**src/rtl/itr_arbiter.sv**
```systemverilog
// Interrupt arbiter: edge-latched pending sources, maskable, lowest-index-first dispatch
// with an end-of-interrupt handshake. Optional service timeout via ITR_ARBITER_TIMEOUT_EN.
module itr_arbiter #(
    parameter int unsigned NSRC       = 4,
    parameter int unsigned NUBITS     = 16,
    parameter int unsigned NUIOIN     = 2,
    parameter int unsigned NUIOOU     = 2,
    parameter int unsigned CAUSE_ADDR = 0,
    parameter int unsigned MASK_ADDR  = 0,
    parameter int unsigned EOI_ADDR   = 1,
    parameter int unsigned TMOUT      = 1024
) (
    input  logic                       clk,
    input  logic                       rst,
    input  logic [NSRC-1:0]            irq_src,
    input  logic                       req_in,
    input  logic [$clog2(NUIOIN)-1:0]  addr_in,
    input  logic                       out_en,
    input  logic [$clog2(NUIOOU)-1:0]  addr_out,
    input  logic [NUBITS-1:0]          io_out,
    output logic                       itr,
    output logic [NUBITS-1:0]          rd_data,
    output logic                       rd_hit
);

    localparam int unsigned IDW = $clog2(NSRC);
    localparam int unsigned AIW = $clog2(NUIOIN);
    localparam int unsigned AOW = $clog2(NUIOOU);

    typedef enum logic {
        S_IDLE    = 1'b0,
        S_SERVICE = 1'b1
    } state_e;

    state_e            state_q, state_d;
    logic [NSRC-1:0]   irq_prev_q;
    logic [NSRC-1:0]   pending_q, pending_d;
    logic [NSRC-1:0]   mask_q, mask_d;
    logic [IDW-1:0]    cause_id_q, cause_id_d;
    logic              itr_q, itr_d;
    logic              tmo_flag_q, tmo_flag_d;

    logic [NSRC-1:0]   irq_rise;
    logic [NSRC-1:0]   elig;
    logic [NSRC-1:0]   dispatch_clr;
    logic [IDW-1:0]    sel_id;
    logic              eoi_wr;
    logic              mask_wr;
    logic              tmo_hit;
    logic              tmo_set;
    logic [NUBITS-1:0] cause_word;

    // Processor-side decode
    assign irq_rise = irq_src & ~irq_prev_q;
    assign eoi_wr   = out_en && (addr_out == AOW'(EOI_ADDR));
    assign mask_wr  = out_en && (addr_out == AOW'(MASK_ADDR));
    assign elig     = pending_q & mask_q;
    assign rd_hit   = req_in && (addr_in == AIW'(CAUSE_ADDR));

    // Lowest index wins: scan downward so the last match is the smallest id
    always_comb begin
        sel_id = '0;
        for (int i = NSRC - 1; i >= 0; i--) begin
            if (elig[i]) begin
                sel_id = IDW'(i);
            end
        end
    end

`ifdef ITR_ARBITER_TIMEOUT_EN
    localparam int unsigned CW = (TMOUT > 1) ? $clog2(TMOUT) : 1;

    logic [CW-1:0] tmo_cnt_q, tmo_cnt_d;

    // Held at zero while idle so every service episode starts counting from zero
    always_comb begin
        tmo_cnt_d = tmo_cnt_q;
        if (state_q == S_IDLE) begin
            tmo_cnt_d = '0;
        end else begin
            tmo_cnt_d = tmo_cnt_q + CW'(1);
        end
    end

    assign tmo_hit = (state_q == S_SERVICE) && (tmo_cnt_q == CW'(TMOUT - 1));

    always_ff @(posedge clk or negedge rst) begin
        if (!rst) begin
            tmo_cnt_q <= '0;
        end else begin
            tmo_cnt_q <= tmo_cnt_d;
        end
    end
`else
    assign tmo_hit = 1'b0;
`endif

    // Dispatch / service FSM
    always_comb begin
        state_d      = state_q;
        cause_id_d   = cause_id_q;
        itr_d        = 1'b0;
        dispatch_clr = '0;
        tmo_set      = 1'b0;
        case (state_q)
            S_IDLE: begin
                if (|elig) begin
                    cause_id_d   = sel_id;
                    dispatch_clr = NSRC'(1) << sel_id;
                    itr_d        = 1'b1;
                    state_d      = S_SERVICE;
                end
            end
            S_SERVICE: begin
                if (eoi_wr) begin
                    state_d = S_IDLE;
                end else if (tmo_hit) begin
                    state_d = S_IDLE;
                    tmo_set = 1'b1;
                end
            end
        endcase
    end

    // A new edge on the bit being dispatched survives the clear
    always_comb begin
        pending_d  = (pending_q & ~dispatch_clr) | irq_rise;
        mask_d     = mask_wr ? io_out[NSRC-1:0] : mask_q;
        tmo_flag_d = tmo_flag_q;
        if (tmo_set) begin
            tmo_flag_d = 1'b1;
        end else if (rd_hit) begin
            tmo_flag_d = 1'b0;
        end
    end

    always_ff @(posedge clk or negedge rst) begin
        if (!rst) begin
            state_q    <= S_IDLE;
            irq_prev_q <= '0;
            pending_q  <= '0;
            mask_q     <= '0;
            cause_id_q <= '0;
            itr_q      <= 1'b0;
            tmo_flag_q <= 1'b0;
        end else begin
            state_q    <= state_d;
            irq_prev_q <= irq_src;
            pending_q  <= pending_d;
            mask_q     <= mask_d;
            cause_id_q <= cause_id_d;
            itr_q      <= itr_d;
            tmo_flag_q <= tmo_flag_d;
        end
    end

    // Cause word: id in low bits, in-service and timeout flags at the top
    always_comb begin
        cause_word             = '0;
        cause_word[IDW-1:0]    = cause_id_q;
        cause_word[NUBITS-2]   = (state_q == S_SERVICE);
        cause_word[NUBITS-1]   = tmo_flag_q;
    end

    assign rd_data = rd_hit ? cause_word : '0;
    assign itr     = itr_q;

    logic unused_ok;
    assign unused_ok = ^{io_out, 32'(TMOUT)};

endmodule

```
**config.mk**
```make
export PLATFORM = sky130hd
export DESIGN_NAME = itr_arbiter
export DESIGN_NICKNAME = d
export VERILOG_FILES = /design/src/rtl/itr_arbiter.sv
export SDC_FILE = /design/constraint.sdc
export NUM_CORES = 1
export LEC_CHECK = 0
export CAP_MARGIN = 20
export CORE_MARGIN = 10
export CORE_UTILIZATION = 40
export DETAILED_ROUTE_END_ITERATION = 7
export DONT_BUFFER_PORTS = 1
export HOLD_SLACK_MARGIN = 0.06
export PLACE_DENSITY = 0.58
export SYNTH_ARGS = -nofsm -noshare
export SYNTH_HDL_FRONTEND = slang
export SYNTH_SLANG_ARGS = --single-unit
```
**constraint.sdc**
```tcl
create_clock -name clk -period 1.21 [get_ports clk]
set_clock_uncertainty 0.15 [all_clocks]
set_input_delay 0.1815 -clock clk [delete_from_list [all_inputs] [get_ports clk]]
set_output_delay 0.1815 -clock clk [all_outputs]
set_load 0.1 [all_outputs]
```
# [After elaboration in Yosys (flattened, before gate mapping)]
# Index checks and enable logic that the tools add are counted.
[totals] register_bits=16 latchBits=0 ramBits=0 rom_bits=0 in_bits=26 out_inout_bits=18 elab_cells=32 n_memories=0
[op_classes] n_addsub=0 mul=0 div=0 n_lt_le_gt_ge=0 n_eq_ne=0 shifts=1 muxes=11 n_bitwise=9 n_reduce_logical=5
[ops] cell="$mux W15" count=1
[ops] cell="$and A4 B4 Y4" count=3
[ops] cell="$mux W2" count=4
[ops] cell="$mux W4" count=2
[ops] cell="$not A4 Y4" count=2
[ops] cell="$or A4 B4 Y4" count=1
[ops] cell="$reduce_or A4 Y1" count=1
[ops] cell="$shl A1 B2 Y4 const A" count=1
[ops] cell="$logic_and A1 B1 Y1" count=3
[ops] cell="$mux W1" count=3
[ops] cell="$not A1 Y1" count=3
[ops] cell="$pmux W1 S2" count=1
[ops] cell="$reduce_and A2 Y1" count=1

# [Depth between registers and ports, before layout]
# Gate-level depths: netlist of the first run.
[logic_depth] depth_word=11 mapped_depth=4 mapped_depth_nobuf=3

# [Worst setup path after synthesis of the first run]
# OpenSTA, ideal clock, no wires.
[synth_path] path_type="input port to output port" startpoint="in addr_in" endpoint="out rd_data[0]" arrival_time_ps=2499 required_ps=879 setup_slack_ps=-1620 stages=2 n_path_buf=0 cell_sequence="nor2b_1 > and2_1"
[synth_via] elab_chain_len=3
[synth_lines] item="start, declared" line_no="17" rtl="input logic [$clog2(NUIOIN)-1:0] addr_in,"
[synth_lines] item="$not A1 Y1" line_no="58" rtl="assign rd_hit = req_in && (addr_in == AIW'(CAUSE_ADDR));"
[synth_lines] item="$logic_and A1 B1 Y1" line_no="58"
[synth_lines] item="$mux W15" line_no="165" rtl="assign rd_data = rd_hit ? cause_word : '0;"
[synth_lines] item="end, declared" line_no="22" rtl="output logic [NUBITS-1:0] rd_data,"
# No other way between the ends.

# [Final worst setup path of the first run]
[layout_path] startpoint="reg state_q" endpoint="out rd_data[14]"
[layout_via] elab_chain_len=1
[layout_lines] item="start, declared" line_no="35" rtl="state_e state_q, state_d;"
[layout_lines] item="start signal, assigned" line_no="147" rtl="state_q <= state_d;"
[layout_lines] item="$mux W15" line_no="165"
# No other way between the ends.

==> run metrics, run 1 <==
Max-cap violations 0; Worst Tran Pin Value 679 ps; Seq/Total Area, Yosys 53.1%; Vert. Die Dim 63.4 um; Pwr per Cell Area 1670 nW/um^2; Logic pwr share 41.1%; Clock Pin Slew Worst Setup and Hold Paths 90 ps; Hold Path Sink mask_q[0]$_DFFE_PN0P_; Max Fclk 738 MHz; Async SR Flop Fraction 100%; # rows 15; antenna diode count 0; I/O pin count 44; ys flop type dfrtp_1; DP Area 862 sq um; Buffers on Ports 0; number of global-route vias before repair 634; post-route ant nets 0; critical-path maximum fanout 2; total grt overflow 0; Final Cell Area 1070 sq um; Final Max Slew Viols 0; hpwl dp 1210 um; Layout Utilization 60.5%; CP Launch Type flop; Worst Reg-to-Reg Cells 4; CP max-delay cell dfrtp_1; status finished, violations left; HP Class input pin to flop; WL final 1670 um; Mapped Cells 71; # nets final 129; Mean Syn Cell Area 10.6 sq um; synthesized cell area 754 sq um; Hold Slack 111 ps; Final Worst Setup Slack -145 ps; RSZ-0062 raised after global routing true; CP arrival 1020 ps; Synth top area share 53.1%; WP data required 880 ps; Switching Fraction 39.3%; reg-to-reg startpoint state_q$_DFF_PN0_; Leakage 0.516 nW; Switch Pwr 0.000700 W; DR DRC count 0; EDFF count, synth 0; first-pass GRT wire length 2790 um; family with the most delay on the worst path flip-flops; post-DR wirelength/cell 13.1 um; failing checks negative setup slack; top cells by area in the synthesized netlist dfrtp_1, buf_4, mux2_2; Crit Path Category flop to primary output; Sink Count 16; min Tclk post-route 1360 ps; Hold Path Origin out_en; drt pass-1 iters 3; CTS tree yes; vias post-DR 574; gr usage total 8.44%; CP Capture Type primary output; final setup vio count 6; clock buffer depth 2; pin count of the biggest net entering global routing 17; initial core utilization 42.8%; Final Hold Viols 0; Int Pwr 0.00108 W; Chip Width 63.4 um; FF-to-FF setup slack -90 ps; Sequential Power Share 39.2%; #FFs+latches synth 16; area growth from synthesis to layout 41.5%; clk_lat worst skew 290 ps; htree depth 1; Yosys Warn Count 0; DR iter-0 viols 15; total power draw 0.00178 W; Die Footprint 4020 sq um; root buffer cell clkbuf_4; RD Place Congestion 0.780; initial antenna violation count 0; hold path cells 3; worst path cell trace and2_4; Core ar. 1760 sq um; Worst VDD drop 979 uV; Avg Vias per Cell 4.52; fin crit share 112%; synth unique cells 20; total CTS buffers 3; RR Endpoint pending_q[2]$_DFF_PN0_; max incr delay on CP 390 ps; Yosys top cell by area dfrtp_1; Clk pwr share 19.8%; Worst slew margin 54.6%; share of cells above drive strength 1 34.3%; number of buffers and inverters on the critical path 0
## cells in the mapped netlist (2+ instances only)
master	number
inv_1	5
nand2_1	6
o21ai_0	4
nand3_1	2
a22oi_1	2
buf_4	13
mux2_2	3
a21oi_1	4
and2_1	3
a22o_1	3
dfrtp_1	16
nor2b_1	2
## metal layers
metal  up-vias  wire (um)  track usage [%]
li1        277          -                -
met1       267        712             9.94
met2        28        765             12.1
met3         2        177             4.06
met4         0          9             4.92
met5         -          0                0
## power groups by stage
stage | Combinational, W | Sequential, W | Clock (W)
floorplan | 0.000455 | 0.000722 | 0
finish | 0.000731 | 0.000697 | 0.000352
global route | 0.000775 | 0.000711 | 0.000401
global placement | 0.000596 | 0.000696 | 0
CTS | 0.000700 | 0.000684 | 0.000366
detailed placement | 0.000603 | 0.000699 | 0
## worst max path at each step
stage               slack, ps                 startpoint  cells after the start                endpoint
CTS                      -130  cause_id_q[0]$_DFFE_PN0P_                      1              rd_data[0]
floorplan                -290                     req_in                      2              rd_data[0]
global placement          -80     pending_q[0]$_DFF_PN0_                      3  pending_q[3]$_DFF_PN0_
global route             -180          state_q$_DFF_PN0_                      1             rd_data[14]
detailed placement        -70     pending_q[0]$_DFF_PN0_                      3  pending_q[3]$_DFF_PN0_
finish                   -150          state_q$_DFF_PN0_                      1             rd_data[14]
## cell usage in the layout (no fill, tap or decap), drive strengths merged, types with 2 or more instances in the layout
cell | netlist | layout
buf | 14 | 18
dfrtp | 16 | 16
conb | 1 | 13
dlygate4sd3 | 0 | 10
nand2 | 6 | 6
inv | 5 | 5
o21ai | 4 | 4
a21oi | 4 | 4
clkbuf | 0 | 4
and2 | 3 | 3
a22o | 3 | 3
mux2 | 3 | 3
nand3 | 2 | 2
a22oi | 2 | 2
nor2b | 2 | 2
## repair_timing
action                     4_1_cts  5_1_grt
buffers inserted                 3        1
hold endpoints to repair        29        0
hold buffers                    11        0
gates resized for setup          1        8
setup endpoints to repair        8       14
pin swaps                        4        4
## logic make-up after synthesis
| group | share of synthesized area, % |
|---|---|
| buffers and inverters | 16.1 |
| AO/OA/AOI/OAI | 15.9 |
| AND/OR/NAND/NOR | 9.95 |
| flip-flops | 53.1 |
| other | 0.497 |
| multiplexers | 4.48 |
## layout make-up
class | instances | area [sq um]
Clock buffer | 4 | 36.3
Fill cell | 154 | 697
Inverter | 5 | 18.8
Multi-Input combinational cell | 48 | 318
Sequential cell | 16 | 403
Tap cell | 25 | 31.3
Timing Repair Buffer | 29 | 260
## flip-flops by register name, indices dropped and copies added (netlist names)
| signal | flops |
|---|---|
| irq_prev_q | 4 |
| mask_q | 4 |
| pending_q | 4 |
| cause_id_q | 2 |
| itr | 1 |
| state_q | 1 |
## through the flow
stage | setup WS (ps) | TNS (ps) | cells
6_report | -145 | -605 | 127
5_1_grt | -178 | -1010 | 127
4_1_cts | -135 | -897 | 126
3_5_place_dp | -70.7 | -159 | 108
3_3_place_gp | -80.6 | -168 | 108
2_1_floorplan | -295 | -893 | 83
(Power assumes the default switching activity.)
==> inputs of run 2 (changes only) <==
Settings changed: PLACE_DENSITY 0.58 to 0.56, SLEW_MARGIN set to 20.
Clock period 1.21 ns to 1.6 ns, I/O delays scaled along.
==> run metrics, run 2 (synthesis gave the netlist of run 1 again) <==
gr usage total 7.54% (-0.89 points); post-DR wirelength/cell 13.5 um (+3.0%); clock buffer depth 2 (unchanged); Largest regs irq_prev_q (4), mask_q (4), pending_q (4); Crit Path Category flop to primary output; Sink Count 16 (unchanged); Logic pwr share 35.5% (-5.6 points); Clock Pin Slew Worst Setup and Hold Paths 80 ps (about the same); Max-cap violations 0 (unchanged); WL final 1500 um (-10%); Clk pwr share 17.7% (-2.1 points); CP startpoint state_q$_DFF_PN0_; Worst Setup EP rd_data[14]; pin count of the biggest net entering global routing 17 (unchanged); first-pass GRT wire length 2550 um (-8.9%); RR Endpoint state_q$_DFF_PN0_; Leakage 0.423 nW (-18%); # nets final 114 (-12%); total power draw 0.00114 W (-36%); DR iter-0 viols 6 (-9); hpwl dp 1200 um (-0.60%); Switching Fraction 42.1% (+2.7 points); CP Capture Type primary output; Worst VDD drop 641 uV (-35%); CTS tree yes; Final Max Slew Viols 0 (unchanged); Finished Layout Cells 111 (-13%); filler instances 172 (+12%); status complete, no violations; commonest non-fill, non-tap cell in the layout dfrtp_1; Critical Path Stages 1 (unchanged); Layout Utilization 50.9% (-9.6 points); Chip Width 63.4 um (unchanged); CP arrival 1170 ps (+150 ps); total grt overflow 0 (unchanged); htree depth 1 (unchanged); Resized cells post-CTS 0 (-1); initial core utilization 42.8% (unchanged); Final Hold Viols 0 (unchanged); family with the most delay on the worst path flip-flops; max incr delay on CP 500 ps (+110 ps); FF-to-FF setup slack 80 ps (+170 ps); Hold Slack 63.0 ps (-47.8 ps); HP Class input pin to flop; drt pass-1 iters 3 (unchanged); Sequential Power Share 46.8% (+7.6 points); fin crit share 97.4%; critical-path maximum fanout 8 (+6); total setup buffers inserted after CTS 0 (-3); Worst Reg-to-Reg Cells 3 (-1); Placed Cells 97 (-10%); Worst Tran Pin Value 673 ps (-5.07 ps); Switch Pwr 0.000478 W (-32%); number of global-route vias before repair 563 (-11%); Multi-input gate area 293 sq um (-7.9%); Max Fclk 642 MHz; Buffers on Ports 0 (unchanged); Int Pwr 0.000659 W (-39%); number of buffers and inverters on the critical path 0 (unchanged); Storage cell area 400 sq um (-0.62%); Avg Vias per Cell 4.61 (+2.1%); total CTS buffers 3 (unchanged); worst path cell trace and2_4; clk_lat worst skew 270 ps (-20 ps); DR DRC count 0 (unchanged); most frequent cells in the layout dfrtp_1, conb_1, dlygate4sd3_1; Core ar. 1760 sq um (unchanged); CP Launch Type flop; share of cells above drive strength 1 16.3% (-18 points); I/O pin count 44 (unchanged); vias post-DR 512 (-11%); initial antenna violation count 0 (unchanged); WP data required 1210 ps (+330 ps); antenna diode count 0 (unchanged); post-route ant nets 0 (unchanged); Die Footprint 4020 sq um (unchanged); CP max-delay cell dfrtp_1; reg-to-reg startpoint state_q$_DFF_PN0_; RSZ-0062 raised after global routing false; Vert. Die Dim 63.4 um (unchanged); Pwr per Cell Area 1270 nW/um^2 (-24%); root buffer cell clkbuf_4; # rows 15 (unchanged); RD Place Congestion 0.727 (-6.8%); Worst slew margin 55.0% (+0.34 points); min Tclk post-route 1560 ps; area growth from synthesis to layout 19.1%; final setup vio count 0 (-6)
run 2: cell types whose count changed in the layout (fill, tap and decap cells not counted), sizes merged:
cell          before  now
dlygate4sd3       10   11
dlymetal6s4s       1    0
clkbuf             4    3
buf               18    3
run 2: worst reg2reg max path, cell delays in order (launching register included):
cell           delay, ps
dfrtp_1              500
nand3_1              100
dlygate4sd3_1        570
o21a_1               100
run 2: metrics by stage:
step / cell area (sq um) / setup slack, ps / TNS [ps]
final: 898 / 41.4 / 0
after global placement: 766 / 297 / 0
after global routing: 898 / 2.53 / 0
after floorplan: 815 / -21.8 / -65.4
after CTS: 898 / 37.2 / 0
after detailed placement: 766 / 250 / 0
run 2: worst min-delay path by stage:
| stage | end | startpoint | cells after the start | slack (ps) |
|---|---|---|---|---|
| after CTS | mask_q[0]$_DFFE_PN0P_ | addr_out | 2 | 60 |
| final | mask_q[0]$_DFFE_PN0P_ | addr_out | 3 | 60 |
| after global placement | irq_prev_q[0]$_DFF_PN0_ | rst | 0 | -210 |
| after detailed placement | irq_prev_q[0]$_DFF_PN0_ | rst | 0 | -210 |
| after floorplan | cause_id_q[0]$_DFFE_PN0P_ | rst | 0 | -210 |
| after global routing | mask_q[0]$_DFFE_PN0P_ | addr_out | 2 | 80 |
run 2: area by class of cell:
cell class / count / share of cell area (%)
flip-flops and latches: 16 / 44.6
multi-input cells: 48 / 32.6
repair buffers: 14 / 14.8
well taps: 25 / 3.48
clock buffers: 3 / 2.51
inverters: 5 / 2.09
run 2: timing repair:
item                                    CTS  global route
endpoints found under the hold margin    29             0
hold buffers                             11             0
endpoints found under the setup margin    0             1
run 2: routing by layer:
metal / wire, um / part of all wire [%] / vias to the layer above / GRT usage, %
li1: - / - / 244 / -
met1: 630 / 42 / 247 / 8.93
met2: 704 / 47 / 21 / 11.6
met3: 165 / 11 / 0 / 3.71
met4: 0 / 0 / 0 / 2.46
met5: 0 / 0 / - / 0
run 2: power by group through the flow:
stage / sequential (W) / clock [W] / combinational, W
after floorplan: 0.000545 / 0 / 0.000344
after global placement: 0.000536 / 0 / 0.000367
after detailed placement: 0.000540 / 0 / 0.000374
after CTS: 0.000532 / 0.000208 / 0.000405
after global routing: 0.000542 / 0.000218 / 0.000434
final: 0.000532 / 0.000201 / 0.000403
==> inputs of run 3 (changes only) <==
Settings changed: CORE_UTILIZATION 40 to 26, HOLD_SLACK_MARGIN 0.06 to 0.15, PLACE_DENSITY 0.56 to 0.41.
==> run metrics, run 3 (synthesis gave the netlist of run 1 again) <==
Pwr per Cell Area 1260 nW/um^2 (-0.15%); fin crit share 98.3% (+0.86 points); Switch Pwr 0.000489 W (+2.2%); setup TNS 0 ps (unchanged); Switching Fraction 40.3% (-1.8 points); number of buffers and inverters on the critical path 2 (+2); Avg Vias per Cell 4.27 (-7.4%); hold path cells 1 (-2); critical-path maximum fanout 1 (-7); min Tclk post-route 1570 ps (+13.7 ps); Worst Tran Pin Value 713 ps (+39.5 ps); # nets final 118 (+3.5%); clk_lat worst skew 280 ps (about the same); first-pass GRT wire length 2570 um (+0.79%); total CTS buffers 3 (unchanged); pin count of the biggest net entering global routing 17 (unchanged); Int Pwr 0.000725 W (+10%); Core ar. 2760 sq um (+56%); Chip Width 73.9 um (+16%); drt pass-1 iters 3 (unchanged); final setup vio count 0 (unchanged); Setup WS pre-CTS 280 ps (+30.1 ps); Sink Count 16 (unchanged); Worst VDD drop 628 uV (-2.0%); worst path cell trace dlygate4sd3_1, mux2_2, dlygate4sd3_1; initial antenna violation count 0 (unchanged); Final Hold Viols 0 (unchanged); Final Cell Area 961 sq um (+7.0%); Crit path top cell by count dlygate4sd3_1; post-DR wirelength/cell 12.6 um (-6.7%); Final Max Slew Viols 0 (unchanged); CP arrival 1590 ps (+420 ps); area growth from synthesis to layout 27.4%; Sequential Power Share 43.7% (-3.1 points); CP Launch Type input pin; CP Capture Type flop; Layout Utilization 34.8% (-16 points); DR iter-0 viols 13 (+7); post-route ant nets 0 (unchanged); total grt overflow 0 (unchanged); Vert. Die Dim 73.9 um (+16%); root buffer cell clkbuf_4; Crit Path Category input pin to flop; CP max-delay cell dlygate4sd3_1; family with the most delay on the worst path buffers and inverters; RSZ-0062 raised after global routing false; Die Footprint 5460 sq um (+36%); share of cells above drive strength 1 17.6% (+1.3 points); FF-to-FF setup slack 70 ps (about the same); status complete, no violations; Max-cap violations 0 (unchanged); I/O pin count 44 (unchanged); Buffers on Ports 0 (unchanged); Largest regs irq_prev_q (4), mask_q (4), pending_q (4); antenna diode count 0 (unchanged); Logic pwr share 34.3% (-1.2 points); DR DRC count 0 (unchanged); CTS tree yes; Final Worst Setup Slack 27.7 ps (-13.7 ps); Clk pwr share 22.0% (+4.3 points); Worst Reg-to-Reg Cells 2 (-1); WL final 1540 um (+2.5%); number of global-route vias before repair 541 (-3.9%); Worst slew margin 52.3% (-2.6 points); RD Place Congestion 0.623 (-14%); Leakage 0.446 nW (+5.4%); Clock Pin Slew Worst Setup and Hold Paths 100 ps (+20 ps); max incr delay on CP 560 ps (+60 ps); htree depth 1 (unchanged); initial core utilization 27.4% (-15 points); hpwl dp 1180 um (-1.3%); total power draw 0.00121 W (+6.8%); Critical Path Stages 3 (+2); DP Area 773 sq um (+0.98%); HP Class flop to flop; gr usage total 5.91% (-1.6 points); Max Fclk 636 MHz (-0.87%); WP data required 1620 ps (+410 ps); vias post-DR 521 (+1.8%); clock buffer depth 2 (unchanged); most frequent cells in the layout dfrtp_1, dlygate4sd3_1, conb_1; # rows 19 (+4)
[run 3: worst paths after layout]
| path | start | endpoint |
|---|---|---|
| min in group asynchronous | rst | irq_prev_q[0]$_DFF_PN0_ |
| worst min register to register | irq_prev_q[0]$_DFF_PN0_ | pending_q[0]$_DFF_PN0_ |
| worst min-delay path | irq_prev_q[0]$_DFF_PN0_ | pending_q[0]$_DFF_PN0_ |
| max in group asynchronous | rst | state_q$_DFF_PN0_ |
| worst max register to register | mask_q[1]$_DFFE_PN0P_ | mask_q[1]$_DFFE_PN0P_ |
| worst max-delay path | io_out[3] | mask_q[3]$_DFFE_PN0P_ |
[run 3: power by group through the flow]
| stage | Clock (W) | Combinational (W) | Sequential [W] |
|---|---|---|---|
| CTS | 0.000275 | 0.000417 | 0.000532 |
| finish | 0.000267 | 0.000417 | 0.000530 |
| global route | 0.000305 | 0.000445 | 0.000545 |
| detailed placement | 0 | 0.000369 | 0.000541 |
| floorplan | 0 | 0.000344 | 0.000545 |
| global placement | 0 | 0.000368 | 0.000539 |
[run 3: metrics by stage]
| stage | instances | hold slack, ps |
|---|---|---|
| 2_1_floorplan | 83 | -206 |
| 3_3_place_gp | 103 | -205 |
| 3_5_place_dp | 103 | -205 |
| 4_1_cts | 122 | 279 |
| 5_1_grt | 122 | 296 |
| 6_report | 122 | 273 |
[run 3: per-layer routing]
metal  GRT usage (%)  part of all wire [%]  routed length [um]
met5               0                     0                   0
met4            3.11                  0.52                   8
met2            8.33                    44                 672
met1            6.90                    41                 629
met3            3.36                    15                 228
[run 3: layout make-up]
type | instances | area (sq um)
clock buffers | 4 | 36.3
fillers | 295 | 1800
inverters | 5 | 18.8
multi-input cells | 48 | 293
flip-flops and latches | 16 | 402
well taps | 31 | 38.8
repair buffers | 18 | 173
[run 3: timing repair]
item | CTS | global route
buffers inserted | 0 | 0
endpoints found under the hold margin | 29 | 0
gates resized for setup | 0 | 1
hold buffers | 15 | 0
endpoints found under the setup margin | 0 | 2
